File: src/rtl/riscv_core_amo_sequencer.sv
// RISC-V A-extension sequencer: runs LR/SC/AMO as read and/or write memory
// transactions, maintains the LR reservation and stalls the pipeline meanwhile.
module riscv_core_amo_sequencer (
   input  logic        i_amo_seq_clk,
   input  logic        i_amo_seq_rst_n,
   input  logic        i_amo_seq_start,
   input  logic        i_amo_seq_amo,
   input  logic        i_amo_seq_lr,
   input  logic        i_amo_seq_sc,
   input  logic [3:0]  i_amo_seq_amo_op,
   input  logic        i_amo_seq_dword,
   input  logic [63:0] i_amo_seq_addr,
   input  logic [63:0] i_amo_seq_rs2,
   input  logic        i_amo_seq_snoop_st,
   input  logic [63:0] i_amo_seq_snoop_addr,
   output logic        o_amo_seq_mem_req,
   output logic        o_amo_seq_mem_we,
   output logic [63:0] o_amo_seq_mem_addr,
   output logic [63:0] o_amo_seq_mem_wdata,
   output logic [1:0]  o_amo_seq_mem_size,
   input  logic        i_amo_seq_mem_ack,
   input  logic [63:0] i_amo_seq_mem_rdata,
   output logic        o_amo_seq_stall,
   output logic        o_amo_seq_done,
   output logic [63:0] o_amo_seq_result,
   output logic        o_amo_seq_misaligned
);

   localparam logic [1:0] ST_IDLE = 2'd0;
   localparam logic [1:0] ST_RD   = 2'd1;
   localparam logic [1:0] ST_WR   = 2'd2;
   localparam logic [1:0] ST_DONE = 2'd3;

   // Word operands arrive sign-extended so one 64-bit datapath serves both widths;
   // only the low half of a word result is written, the upper half forced to zero.
   function automatic logic [63:0] amo_alu(input logic [3:0] op, input logic dw,
                                           input logic [63:0] a, input logic [63:0] b);
      logic [63:0] ax;
      logic [63:0] bx;
      logic [63:0] r;
      logic        lt_s;
      logic        lt_u;
      ax   = dw ? a : {{32{a[31]}}, a[31:0]};
      bx   = dw ? b : {{32{b[31]}}, b[31:0]};
      lt_s = $signed(ax) < $signed(bx);
      lt_u = dw ? (a < b) : (a[31:0] < b[31:0]);
      case (op)
         4'd0:    r = bx;
         4'd1:    r = ax + bx;
         4'd2:    r = ax & bx;
         4'd3:    r = ax | bx;
         4'd4:    r = ax ^ bx;
         4'd5:    r = lt_s ? bx : ax;
         4'd6:    r = lt_s ? ax : bx;
         4'd7:    r = lt_u ? bx : ax;
         4'd8:    r = lt_u ? ax : bx;
         default: r = bx;
      endcase
      return dw ? r : {32'd0, r[31:0]};
   endfunction

   logic [1:0]  state_r;
   logic [1:0]  state_nx_s;
   logic [3:0]  op_r;
   logic        dword_r;
   logic        lr_r;
   logic        sc_r;
   logic        mis_flag_r;
   logic [63:0] addr_r;
   logic [63:0] rs2_r;
   logic [63:0] wdata_r;
   logic [63:0] result_r;
   logic [1:0]  size_r;
   logic        res_valid_r;
   logic [60:0] res_addr_r;

   logic        misalign_s;
   logic        res_match_s;
   logic        accept_s;
   logic [63:0] old_s;
   logic        mem_req_s;
   logic        mem_we_s;
   logic        stall_s;
   logic        done_s;
   logic        mis_out_s;

   assign misalign_s  = i_amo_seq_dword ? (i_amo_seq_addr[2:0] != 3'b000)
                                        : (i_amo_seq_addr[1:0] != 2'b00);
   assign res_match_s = res_valid_r && (res_addr_r == i_amo_seq_addr[63:3]);
   assign accept_s    = (state_r == ST_IDLE) && i_amo_seq_start;
   assign old_s       = dword_r ? i_amo_seq_mem_rdata
                                : {{32{i_amo_seq_mem_rdata[31]}}, i_amo_seq_mem_rdata[31:0]};

   // State register
   always_ff @(posedge i_amo_seq_clk or negedge i_amo_seq_rst_n) begin
      if (!i_amo_seq_rst_n) begin
         state_r <= ST_IDLE;
      end else begin
         state_r <= state_nx_s;
      end
   end

   // Next-state logic
   always_comb begin
      state_nx_s = state_r;
      case (state_r)
         ST_IDLE: begin
            if (!i_amo_seq_start) begin
               state_nx_s = ST_IDLE;
            end else if (misalign_s) begin
               state_nx_s = ST_DONE;
            end else if (i_amo_seq_sc) begin
               state_nx_s = res_match_s ? ST_WR : ST_DONE;
            end else if (i_amo_seq_lr || i_amo_seq_amo) begin
               state_nx_s = ST_RD;
            end else begin
               state_nx_s = ST_DONE;
            end
         end
         ST_RD: begin
            if (i_amo_seq_mem_ack) begin
               state_nx_s = lr_r ? ST_DONE : ST_WR;
            end else begin
               state_nx_s = ST_RD;
            end
         end
         ST_WR: begin
            if (i_amo_seq_mem_ack) begin
               state_nx_s = ST_DONE;
            end else begin
               state_nx_s = ST_WR;
            end
         end
         ST_DONE: state_nx_s = ST_IDLE;
         default: state_nx_s = ST_IDLE;
      endcase
   end

   // Operand latch, SC/AMO write data and writeback value
   always_ff @(posedge i_amo_seq_clk or negedge i_amo_seq_rst_n) begin
      if (!i_amo_seq_rst_n) begin
         op_r       <= 4'd0;
         dword_r    <= 1'b0;
         lr_r       <= 1'b0;
         sc_r       <= 1'b0;
         mis_flag_r <= 1'b0;
         addr_r     <= 64'd0;
         rs2_r      <= 64'd0;
         wdata_r    <= 64'd0;
         result_r   <= 64'd0;
         size_r     <= 2'b00;
      end else if (accept_s) begin
         op_r       <= i_amo_seq_amo_op;
         dword_r    <= i_amo_seq_dword;
         lr_r       <= i_amo_seq_lr;
         sc_r       <= i_amo_seq_sc;
         mis_flag_r <= misalign_s;
         addr_r     <= i_amo_seq_addr;
         rs2_r      <= i_amo_seq_rs2;
         size_r     <= {1'b1, i_amo_seq_dword};
         result_r   <= {63'd0, i_amo_seq_sc && !misalign_s && !res_match_s};
         wdata_r    <= i_amo_seq_dword ? i_amo_seq_rs2 : {32'd0, i_amo_seq_rs2[31:0]};
      end else if ((state_r == ST_RD) && i_amo_seq_mem_ack) begin
         result_r   <= old_s;
         wdata_r    <= amo_alu(op_r, dword_r, old_s, rs2_r);
      end
   end

   // Reservation tracking; an LR setting it takes priority over a snoop clear
   always_ff @(posedge i_amo_seq_clk or negedge i_amo_seq_rst_n) begin
      if (!i_amo_seq_rst_n) begin
         res_valid_r <= 1'b0;
         res_addr_r  <= 61'd0;
      end else if ((state_r == ST_DONE) && !mis_flag_r && lr_r) begin
         res_valid_r <= 1'b1;
         res_addr_r  <= addr_r[63:3];
      end else if ((state_r == ST_DONE) && !mis_flag_r && sc_r) begin
         res_valid_r <= 1'b0;
      end else if (i_amo_seq_snoop_st && res_valid_r &&
                   (i_amo_seq_snoop_addr[63:3] == res_addr_r)) begin
         res_valid_r <= 1'b0;
      end
   end

   // Output decode from the state register
   always_comb begin
      mem_req_s = 1'b0;
      mem_we_s  = 1'b0;
      stall_s   = 1'b0;
      done_s    = 1'b0;
      mis_out_s = 1'b0;
      case (state_r)
         ST_IDLE: stall_s = i_amo_seq_start && i_amo_seq_rst_n;
         ST_RD: begin
            mem_req_s = 1'b1;
            stall_s   = 1'b1;
         end
         ST_WR: begin
            mem_req_s = 1'b1;
            mem_we_s  = 1'b1;
            stall_s   = 1'b1;
         end
         ST_DONE: begin
            done_s    = 1'b1;
            mis_out_s = mis_flag_r;
         end
         default: begin
            mem_req_s = 1'b0;
            stall_s   = 1'b0;
         end
      endcase
   end

   assign o_amo_seq_mem_req    = mem_req_s;
   assign o_amo_seq_mem_we     = mem_we_s;
   assign o_amo_seq_mem_addr   = addr_r;
   assign o_amo_seq_mem_wdata  = wdata_r;
   assign o_amo_seq_mem_size   = size_r;
   assign o_amo_seq_stall      = stall_s;
   assign o_amo_seq_done       = done_s;
   assign o_amo_seq_result     = result_r;
   assign o_amo_seq_misaligned = mis_out_s;

endmodule

File: config.mk
export PLATFORM = sky130hd
export DESIGN_NAME = riscv_core_amo_sequencer
export DESIGN_NICKNAME = d
export VERILOG_FILES = /design/src/rtl/riscv_core_amo_sequencer.sv
export SDC_FILE = /design/constraint.sdc
export NUM_CORES = 1
export LEC_CHECK = 0
export CAP_MARGIN = 20
export CORE_MARGIN = 2
export CORE_UTILIZATION = 54
export DETAILED_ROUTE_END_ITERATION = 7
export PLACE_DENSITY = 0.93
export SLEW_MARGIN = 20
export SYNTH_ARGS = -nofsm -noshare
export SYNTH_HDL_FRONTEND = slang
export SYNTH_SLANG_ARGS = --single-unit
File: constraint.sdc
create_clock -name i_amo_seq_clk -period 5.4 [get_ports i_amo_seq_clk]
set_input_delay 0.81 -clock i_amo_seq_clk [delete_from_list [all_inputs] [get_ports i_amo_seq_clk]]
set_output_delay 0.81 -clock i_amo_seq_clk [all_outputs]
set_load 0.05 [all_outputs]
Word-level counts from Yosys, hierarchy flattened
Cells that the tools add are included.
{"block": "op_classes", "add_sub_neg": 1, "n_lt_le_gt_ge": 3, "n_eq_ne": 13, "mux": 33, "bitwise": 3, "reduce_logical": 21}
{"operator": "64-bit two-way mux", "count": 13}
{"operator": "64-bit one-hot mux with 8 select lines", "count": 1}
{"operator": "64-bit < comparator", "count": 2}
{"operator": "61-bit == test", "count": 2}
{"operator": "64-bit adder", "count": 1}
{"operator": "64-bit bitwise AND", "count": 1}
{"operator": "64-bit OR", "count": 1}
{"operator": "64-bit XOR", "count": 1}
{"operator": "32-bit < comparator", "count": 1}
{"operator": "4-bit by 3-bit == test with 1-bit output, second input constant", "count": 4}
{"operator": "1-bit two-way mux", "count": 12}
{"operator": "1-bit logical AND", "count": 11}
{"operator": "2-bit two-way mux", "count": 5}
{"operator": "4-bit by 2-bit == test with 1-bit output, second input constant", "count": 2}
{"operator": "2-bit one-hot mux with 4 select lines", "count": 1}
{"operator": "3-bit nonzero test", "count": 2}
{"operator": "2-bit == test, second input constant", "count": 2}
{"operator": "4-bit by 1-bit == test with 1-bit output, second input constant", "count": 1}
{"operator": "4-bit == test, second input constant", "count": 1}
{"operator": "2-bit nonzero test", "count": 2}
{"operator": "1-bit logical NOT", "count": 3}
{"operator": "2-bit by 1-bit == test with 1-bit output, second input constant", "count": 1}
{"operator": "2-bit logical NOT", "count": 1}
{"operator": "1-bit one-hot mux with 2 select lines", "count": 1}
{"operator": "2 further kinds", "count": 2}
{"block": "totals", "ff_bits": 330, "in_bits": 269, "out_inout_bits": 199}

Longest topological paths before layout
Gate-level depths: netlist of the first run.
{"block": "depth", "ltp_word": 8, "ltp_mapped": 19}

Least setup slack after synthesis of the first run
No wires, ideal clock.
{"block": "synth_path", "path_type": "input port to flip-flop", "start": "input i_amo_seq_mem_rdata[31]", "end": "register wdata_r[11] (netlist: o_amo_seq_mem_wdata[11])", "t_arrival_ns": 4.535, "setup_slack_ns": 0.739, "cell_stages": 19, "path_buffers": 5, "cell_sequence": "inv_1 nor2_1 clkbuf_1 clkbuf_1 a21oi_1 ha_1 buf_2 inv_1 a221oi_1 nor2_1 o31ai_1 nand4_1 a211oi_4 buf_6 mux2i_1 buf_6 a211oi_1 nand3_1 a311o_1"}
{"block": "synth_between", "elab_chain_cells": 8}
{"element": "from (decl)", "line_no": "22", "text": "input logic [63:0] i_amo_seq_mem_rdata,"}
{"element": "64-bit two-way mux *", "line_no": "91", "text": "assign old_s = dword_r ? i_amo_seq_mem_rdata"}
{"element": "64-bit < comparator (tied with other cells)", "line_no": "46", "text": "lt_u = dw ? (a < b) : (a[31:0] < b[31:0]);"}
{"element": "1-bit two-way mux or 64-bit < comparator (tied branches)", "line_no": "46, 45"}
{"element": "64-bit two-way mux, on equally long branches"}
{"element": "64-bit one-hot mux with 8 select lines *", "line_no": "47", "text": "case (op)"}
{"element": "64-bit two-way mux *", "line_no": "59", "text": "return dw ? r : {32'd0, r[31:0]};"}
{"element": "64-bit two-way mux *", "line_no": "163", "text": "end else if ((state_r == ST_RD) && i_amo_seq_mem_ack) begin"}
{"element": "64-bit two-way mux *", "line_no": "152", "text": "end else if (accept_s) begin"}
{"element": "to (signal assigned)", "line_no": "162", "text": "wdata_r <= i_amo_seq_dword ? i_amo_seq_rs2 : {32'd0, i_amo_seq_rs2[31:0]};"}
{"element": "to (signal assigned)", "line_no": "165", "text": "wdata_r <= amo_alu(op_r, dword_r, old_s, rs2_r);"}
{"element": "to (decl)", "line_no": "71", "text": "logic [63:0] wdata_r;"}
Mark *: on every way between the ends. The rest lies on a longest branch, timed or not. The select of a mux whose other input is x is not followed.
A chain may end at the register's enable or synchronous reset.

Worst setup path after layout of the first run
{"block": "layout_path", "start": "input i_amo_seq_mem_rdata[31]", "end": "register wdata_r[6] (netlist: o_amo_seq_mem_wdata[6])"}
The elaborated chain is that of the path after synthesis.

==> summary.md, run 1 <==
| Metric | Value |
|---|---|
| Maxcap violations | 0 |
| Yosys reg bits | approximately 330 |
| Synth top area share | 0.3320 |
| Failing checks | design-rule violations |
| Total wire length | 102600 um |
| Final Util | 0.7114 |
| Synth Instances | 2971 |
| R2r endpoint | o_amo_seq_mem_wdata[6]$_DFFE_PN0P_ |
| Syn nets | 3470 |
| Final Setup Violations | 0 |
| Setup crit end kind | flip-flop |
| Met2 WL | around 46000 um |
| Reg2reg start | rs2_r[31]$_DFFE_PN0P_ |
| Fin crit period | roughly 5 ns |
| Depth of the worst register-to-register path | 17 |
| Status | complete, but fails checks |
| R2R Setup Slk | 0.67 ns |
| Asr flop ratio synth | 1.000 |
| Power density cells | 779.0 mW/mm2 |
| Die ar. | roughly 0.048 mm2 |
| Area growth syn-to-layout | 30.18% |
| CP Class | in2reg |
| Sequential fraction of the synthesis area | 0.3320 |
| Met3 WL | ~12000 um |
| EDFF count, synth | 0 |
| DR vias | roughly 27000 |
| Maximum root-to-sink buffer count | 3 |
| Grt ovf | 0 |
| Top post-synthesis cells by count | nand2_1, dfrtp_1, a21oi_1 |
| Startpoint Class | input port |
| Layout cells sized above 1 | 0.09954 |
| CP arrival | 5.51 ns |
| GRT Total Usage | 0.4165 |
| Row count | a little under 80 |
| Via-to-Cell Ratio | around 6.5 |
| Max Freq | approximately 200 MHz |
| Clk Tree Root Cell | clkbuf_16 |
| Final ANT Viol Nets | 0 |
| Wire length of the first global-routing pass | 151900 um |
| Initial antenna violation count | 6 |
| Port buffer count | around 460 |
| Initial DRC Count | 3873 |
| Post-CTS sizing | 0 |
| Ys flop type | dfrtp_1 |
| Vias in the first global route | approximately 26000 |
| DRC | 5 |
| Detail Placement HPWL | roughly 75000 um |
| Static leakage | ~15 nW |
| Htree depth | 2 |
| Max Used Layer | met5 |
| Final Instance Area | between 0.03 and 0.04 mm2 |
| Total CTS buffers | 39 |
| CTS tree | done |
| CTS clk-pin slew, worst paths | 0.06 ns |
| Clock Latency Late Sink | around 0.57 ns |
| Largest area contributor in the netlist | dfrtp_1 |
| Worst VDD drop | 0.0004419 V |
| Cell variety after synth | 78 |
| Max-slew headroom | 0.2986 |
| Core ar. | between 0.04 and 0.05 mm2 |
| Ys Warns | 0 |
| Final #Nets | just under 4000 |
| Width of the die | 218.3 um |
| Initial core utilization | 0.5465 |
| Min-Delay Path Class | in2async |
| Fill count | around 3400 |
| Setup Skew | about 0.016 ns |
| I/O pins | ~470 |
| Final hold vios | 0 |
| RSZ-0062 raised after global routing | no |
| RePlAce Congestion | 1.069 |
| Cell Area, Placed | 0.03100 mm2 |
| Most frequent cell after synthesis | nand2_1 |
| Placed insts | 4022 |
| CTS Sinks | 329 |
| DRT met1 WL | about 37000 um |
| TNS Setup | 0 ns |
| Wire per inst | between 20 and 30 um |
| Die H | about 220 um |
| Max-slew violation count | 0 |
| Hold buffer count at CTS | 0 |
| Total power | approximately 25 mW |
| Syn avg cell area | between 8 and 9 um2 |
| Worst slew pin tran | between 1 and 1.5 ns |
| Top cells by area, synth | dfrtp_1, ha_1, nand2_1 |
| CP Max Fanout | 10 |
| # Post-CTS Setup Buffers | 0 |
| Worst EP required | just under 6 ns |
| Pre-antenna DRT Iters | 8 |
| Final Cycle Share | 0.9388 |
| Synthesized area | ~0.025 mm2 |
| Fin cells | 4089 |
| Largest net degree at the start of global routing | around 150 |
-- critical path: stages --
cell and delay [ns]:
clkdlybuf4s50_1 0.53, inv_1 0.09, nor2_2 0.24, buf_12 0.17, a21oi_1 0.06, ha_1 0.39
inv_1 0.08, a221oi_1 0.32, nor2_1 0.07, o31ai_1 0.56, buf_4 0.23, nand4_1 0.18
a211oi_4 0.44, mux2i_1 0.16, buf_4 0.23, a221oi_1 0.40, nand3_1 0.14, a311o_1 0.38
-- report_power, final --
part           internal [mW]  switching [mW]  total, mW
Clock                   1.58            1.13       2.72
Combinational           6.44            11.3       17.8
Sequential              3.62            1.06       4.68
-- layer usage --
metal,vias to the layer above,global-route usage
met4,6,0.2760
met5,-,0
li1,11650,-
met2,1972,0.6642
met1,12610,0.5077
met3,524,0.09088
-- worst max path at each step --
stage	start	to	slack, ns	cells after the start
after detailed placement	i_amo_seq_mem_rdata[31]	o_amo_seq_mem_wdata[4]$_DFFE_PN0P_	-0.07	18
after CTS	i_amo_seq_mem_rdata[31]	o_amo_seq_mem_wdata[6]$_DFFE_PN0P_	0.51	18
after global placement	i_amo_seq_mem_rdata[31]	o_amo_seq_mem_wdata[4]$_DFFE_PN0P_	0.10	18
final	i_amo_seq_mem_rdata[31]	o_amo_seq_mem_wdata[6]$_DFFE_PN0P_	0.33	18
after floorplan	i_amo_seq_mem_rdata[31]	o_amo_seq_mem_wdata[11]$_DFFE_PN0P_	0.74	19
after global routing	i_amo_seq_mem_rdata[31]	o_amo_seq_mem_wdata[6]$_DFFE_PN0P_	0.19	20
-- registers in the layout (all words and copies together) (netlist names), 2 cells and up --
register and flops:
state_r 2, o_amo_seq_result 64, rs2_r 64, o_amo_seq_mem_wdata 64, res_addr_r 61, op_r 4, o_amo_seq_mem_size 2, o_amo_seq_mem_addr 64
-- final cells by class --
cell class | count | area [um2] | area share
clock inverters | 16 | 212.7 | 0.006588
clock buffers | 48 | 1060 | 0.03283
inverters | 227 | 852.1 | 0.02639
well taps | 600 | 750.7 | 0.02325
flip-flops and latches | 329 | 8234 | 0.2550
diodes | 3 | 7.507 | 0.0002325
repair buffers | 645 | 6158 | 0.1908
multi-input cells | 2221 | 15010 | 0.4649
-- cells in the final DEF, fill, tap and decap left out, types with 85 or more instances in the layout --
| cell type | instances |
|---|---|
| nand2_1 | 476 |
| clkdlybuf4s50_1 | 463 |
| dfrtp_1 | 328 |
| a21oi_1 | 264 |
| ha_1 | 229 |
| inv_1 | 226 |
| o21ai_0 | 205 |
| buf_4 | 169 |
| nor2_1 | 89 |
| o31ai_1 | 86 |
| xor2_1 | 85 |
-- cell families after synthesis --
| logic type | after synthesis | synth area share |
|---|---|---|
| fa+ha+maj | 230 | 0.1163 |
| compound gates | 978 | 0.2631 |
| xor+xnor | 124 | 0.04379 |
| flops | 329 | 0.3320 |
| simple gates | 817 | 0.1468 |
| mux | 72 | 0.03229 |
| buf+inv | 421 | 0.06579 |
-- metrics by stage --
step	setup WS [ns]	hold WS, ns
2_1_floorplan	0.7389	0.4455
3_5_place_dp	-0.06549	0.4534
4_1_cts	0.5079	0.2169
5_1_grt	0.1876	0.2409
3_3_place_gp	0.1003	0.4529
6_report	0.3307	0.1993
(Power assumes the default switching activity.)
==> inputs of run 2 (changes only) <==
- CORE_ASPECT_RATIO: unset -> 1.1
==> summary.md, run 2 (synthesized netlist as in run 1, its figures left out) <==
| Metric | Value |
|---|---|
| CP Class | in2reg |
| CP Max Fanout | 15 (+5) |
| Clk Tree Root Cell | clkbuf_16 |
| Startpoint Class | input port |
| Initial DRC Count | 3472 (-10%) |
| Vias in the first global route | 26540 (+2.4%) |
| Reg power frac | 0.188 (+0.002) |
| Htree depth | 2 (unchanged) |
| Width of the die | 208.3 um (-4.6%) |
| Final Cycle Share | 0.9287 (-0.01002) |
| Total wire length | 103000 um (+0.41%) |
| Min-Delay Path Class | in2async |
| Wire per inst | 25.12 um (+0.12%) |
| Grt ovf | 0 (unchanged) |
| R2r endpoint | o_amo_seq_mem_wdata[37]$_DFFE_PN0P_ |
| Most used cell, CP | buf_4 |
| Status | finished, final reports clean |
| Setup crit end kind | flip-flop |
| Placed insts | 4030 (+0.20%) |
| Worst path max stage delay | 0.51 ns (-0.05 ns) |
| Fin cells | 4101 (+0.29%) |
| Sw Pwr | 13.38 mW (-0.88%) |
| RePlAce Congestion | 1.024 (-4.2%) |
| Final #Nets | 3980 (+0.45%) |
| R2R Setup Slk | 0.68 ns (about the same) |
| Worst path cell trace | clkdlybuf4s50_1, inv_1, nor2_2, buf_12, buf_4, a21oi_1, inv_1, ha_1, nand4_1, nor2_1, a31oi_1, nor2_1, a21oi_1, nand2_1, buf_4, a2bb2oi_2, buf_4, nand3_1, buf_4, a221oi_1, o21ai_0 |
| Maximum root-to-sink buffer count | 3 (unchanged) |
| Initial core utilization | 0.5456 (-0.0008425) |
| Static leakage | 14.82 nW (+0.39%) |
| Max-slew headroom | 0.2617 (-0.03696) |
| Wire length of the first global-routing pass | 154200 um (+1.5%) |
| Worst EP required | 5.83 ns (about the same) |
| Total power | 24.92 mW (-0.91%) |
| CTS tree | done |
| Maxcap violations | 0 (unchanged) |
| Total CTS buffers | 37 (-5.1%) |
| Post-CTS sizing | 0 (unchanged) |
| Multi-input gate area | 0.01502 mm2 (about the same) |
| Clock Latency Late Sink | 0.57 ns (about the same) |
| Detail Placement HPWL | 75740 um (+0.80%) |
| Core ar. | 0.04545 mm2 (+0.15%) |
| Final Util | 0.7108 (about the same) |
| Die ar. | 0.04766 mm2 (about the same) |
| Most common cell after layout, fill and taps aside | nand2_1 |
| Power density cells | 771.3 mW/mm2 (-0.98%) |
| Final Setup Violations | 0 (unchanged) |
| Clock power frac | 0.104 (-0.004) |
| Final hold vios | 0 (unchanged) |
| Fill count | 3391 (-0.82%) |
| Layout cells sized above 1 | 0.1046 (+0.005107) |
| Largest net degree at the start of global routing | 163 (+10%) |
| Slowest cell on crit path | a21oi_1 |
| GRT Total Usage | 0.4176 (+0.001069) |
| CTS clk-pin slew, worst paths | 0.06 ns (about the same) |
| # Post-CTS Setup Buffers | 0 (unchanged) |
| Max Freq | 199.4 MHz (+1.1%) |
| CTS Sinks | 329 (unchanged) |
| Area growth syn-to-layout | 30.28% (about the same) |
| Row count | 82 (+5.1%) |
| Worst slew pin tran | 1.107 ns (+0.06505 ns) |
| Commonest non-fill, non-tap cells in the layout | nand2_1, clkdlybuf4s50_1, dfrtp_1 |
| Crit path max-delay family | compound AO/OA/AOI/OAI gates |
| Pre-antenna DRT Iters | 6 (-2) |
| Fin crit period | 5.015 ns (-0.05411 ns) |
| Via-to-Cell Ratio | 6.550 (about the same) |
| RSZ-0062 raised after global routing | no |
| I/O pins | 468 (unchanged) |
| Final ANT Viol Nets | 0 (unchanged) |
| Sw frac | 0.5369 (about the same) |
| CP arrival | 5.44 ns (-0.07 ns) |
| Reg2reg start | o_amo_seq_mem_size[0]$_DFFE_PN0P_ |
| Worst hold margin | 0.1292 ns (-0.07013 ns) |
| Setup Skew | 0.02209 ns (+0.006423 ns) |
| Initial antenna violation count | 7 (+1) |
| Port buffer count | 464 (unchanged) |
| TNS Setup | 0 ns (unchanged) |
| Max-slew violation count | 0 (unchanged) |
| Worst path bufs/invs | 8 (+2) |
| P_int | 11.54 mW (-0.94%) |
| Worst VDD drop | 0.0004575 V (+3.5%) |
| Depth of the worst register-to-register path | 19 (+2) |
| Hold buffer count at CTS | 0 (unchanged) |
| FF+latch area | 0.008234 mm2 (unchanged) |
| DR vias | 26860 (+0.38%) |
| DRC | 0 (-5) |
| Comb power frac | 0.708 (+0.002) |
| Die H | 228.8 um (+4.8%) |
## run 2: how the worst max path moves through the flow
stage                                                      to  depth (start not counted)                     from
after floorplan           o_amo_seq_mem_wdata[11]$_DFFE_PN0P_                         19  i_amo_seq_mem_rdata[31]
after global placement    o_amo_seq_mem_wdata[38]$_DFFE_PN0P_                         18  i_amo_seq_mem_rdata[31]
after detailed placement  o_amo_seq_mem_wdata[22]$_DFFE_PN0P_                         21  i_amo_seq_mem_rdata[31]
after CTS                 o_amo_seq_mem_wdata[22]$_DFFE_PN0P_                         21  i_amo_seq_mem_rdata[31]
after global routing      o_amo_seq_mem_wdata[37]$_DFFE_PN0P_                         21  i_amo_seq_mem_rdata[31]
final                     o_amo_seq_mem_wdata[37]$_DFFE_PN0P_                         21  i_amo_seq_mem_rdata[31]
## run 2: worst register-to-register path, stage by stage, from the launching register on
cell and delay, ns:
dfrtp_2 0.47, nor2_2 0.07, buf_12 0.15, buf_4 0.20, a21oi_1 0.52, inv_1 0.23
ha_1 0.36, nand4_1 0.11, nor2_1 0.10, a31oi_1 0.32, nor2_1 0.09, a21oi_1 0.28
nand2_1 0.25, buf_4 0.20, a2bb2oi_2 0.25, buf_4 0.17, nand3_1 0.14, buf_4 0.24
a221oi_1 0.32, o21ai_0 0.13
## run 2: metrics by stage
step | setup slack (ns) | cell area [um2]
after floorplan | 0.7389 | 24800
after global placement | 0.1459 | 31090
after detailed placement | 0.08864 | 31090
after CTS | 0.6458 | 32290
after global routing | 0.2323 | 32300
final | 0.3848 | 32310
## run 2: final cells by class
| type | count | area share |
|---|---|---|
| Clock inverter | 15 | 0.005034 |
| Sequential cell | 329 | 0.2549 |
| Inverter | 227 | 0.02637 |
| Tap cell | 588 | 0.02277 |
| Multi-Input combinational cell | 2221 | 0.4648 |
| Antenna cell | 6 | 0.0004647 |
| Timing Repair Buffer | 665 | 0.1933 |
| Clock buffer | 50 | 0.03234 |
## run 2: routing by layer
layer  track usage  share of wire
met4        0.3179          0.088
met1        0.4771           0.34
met2        0.6802           0.46
met5             0        0.00022
met3       0.09755           0.11
## run 2: power by group through the flow
stage / registers (mW) / clock network [mW] / logic [mW]
2_1_floorplan: 6.53 / 0 / 8.93
5_1_grt: 4.77 / 2.72 / 18.7
6_report: 4.67 / 2.60 / 17.6
4_1_cts: 4.61 / 2.61 / 17.2
3_5_place_dp: 4.64 / 0 / 17.0
3_3_place_gp: 4.58 / 0 / 16.7
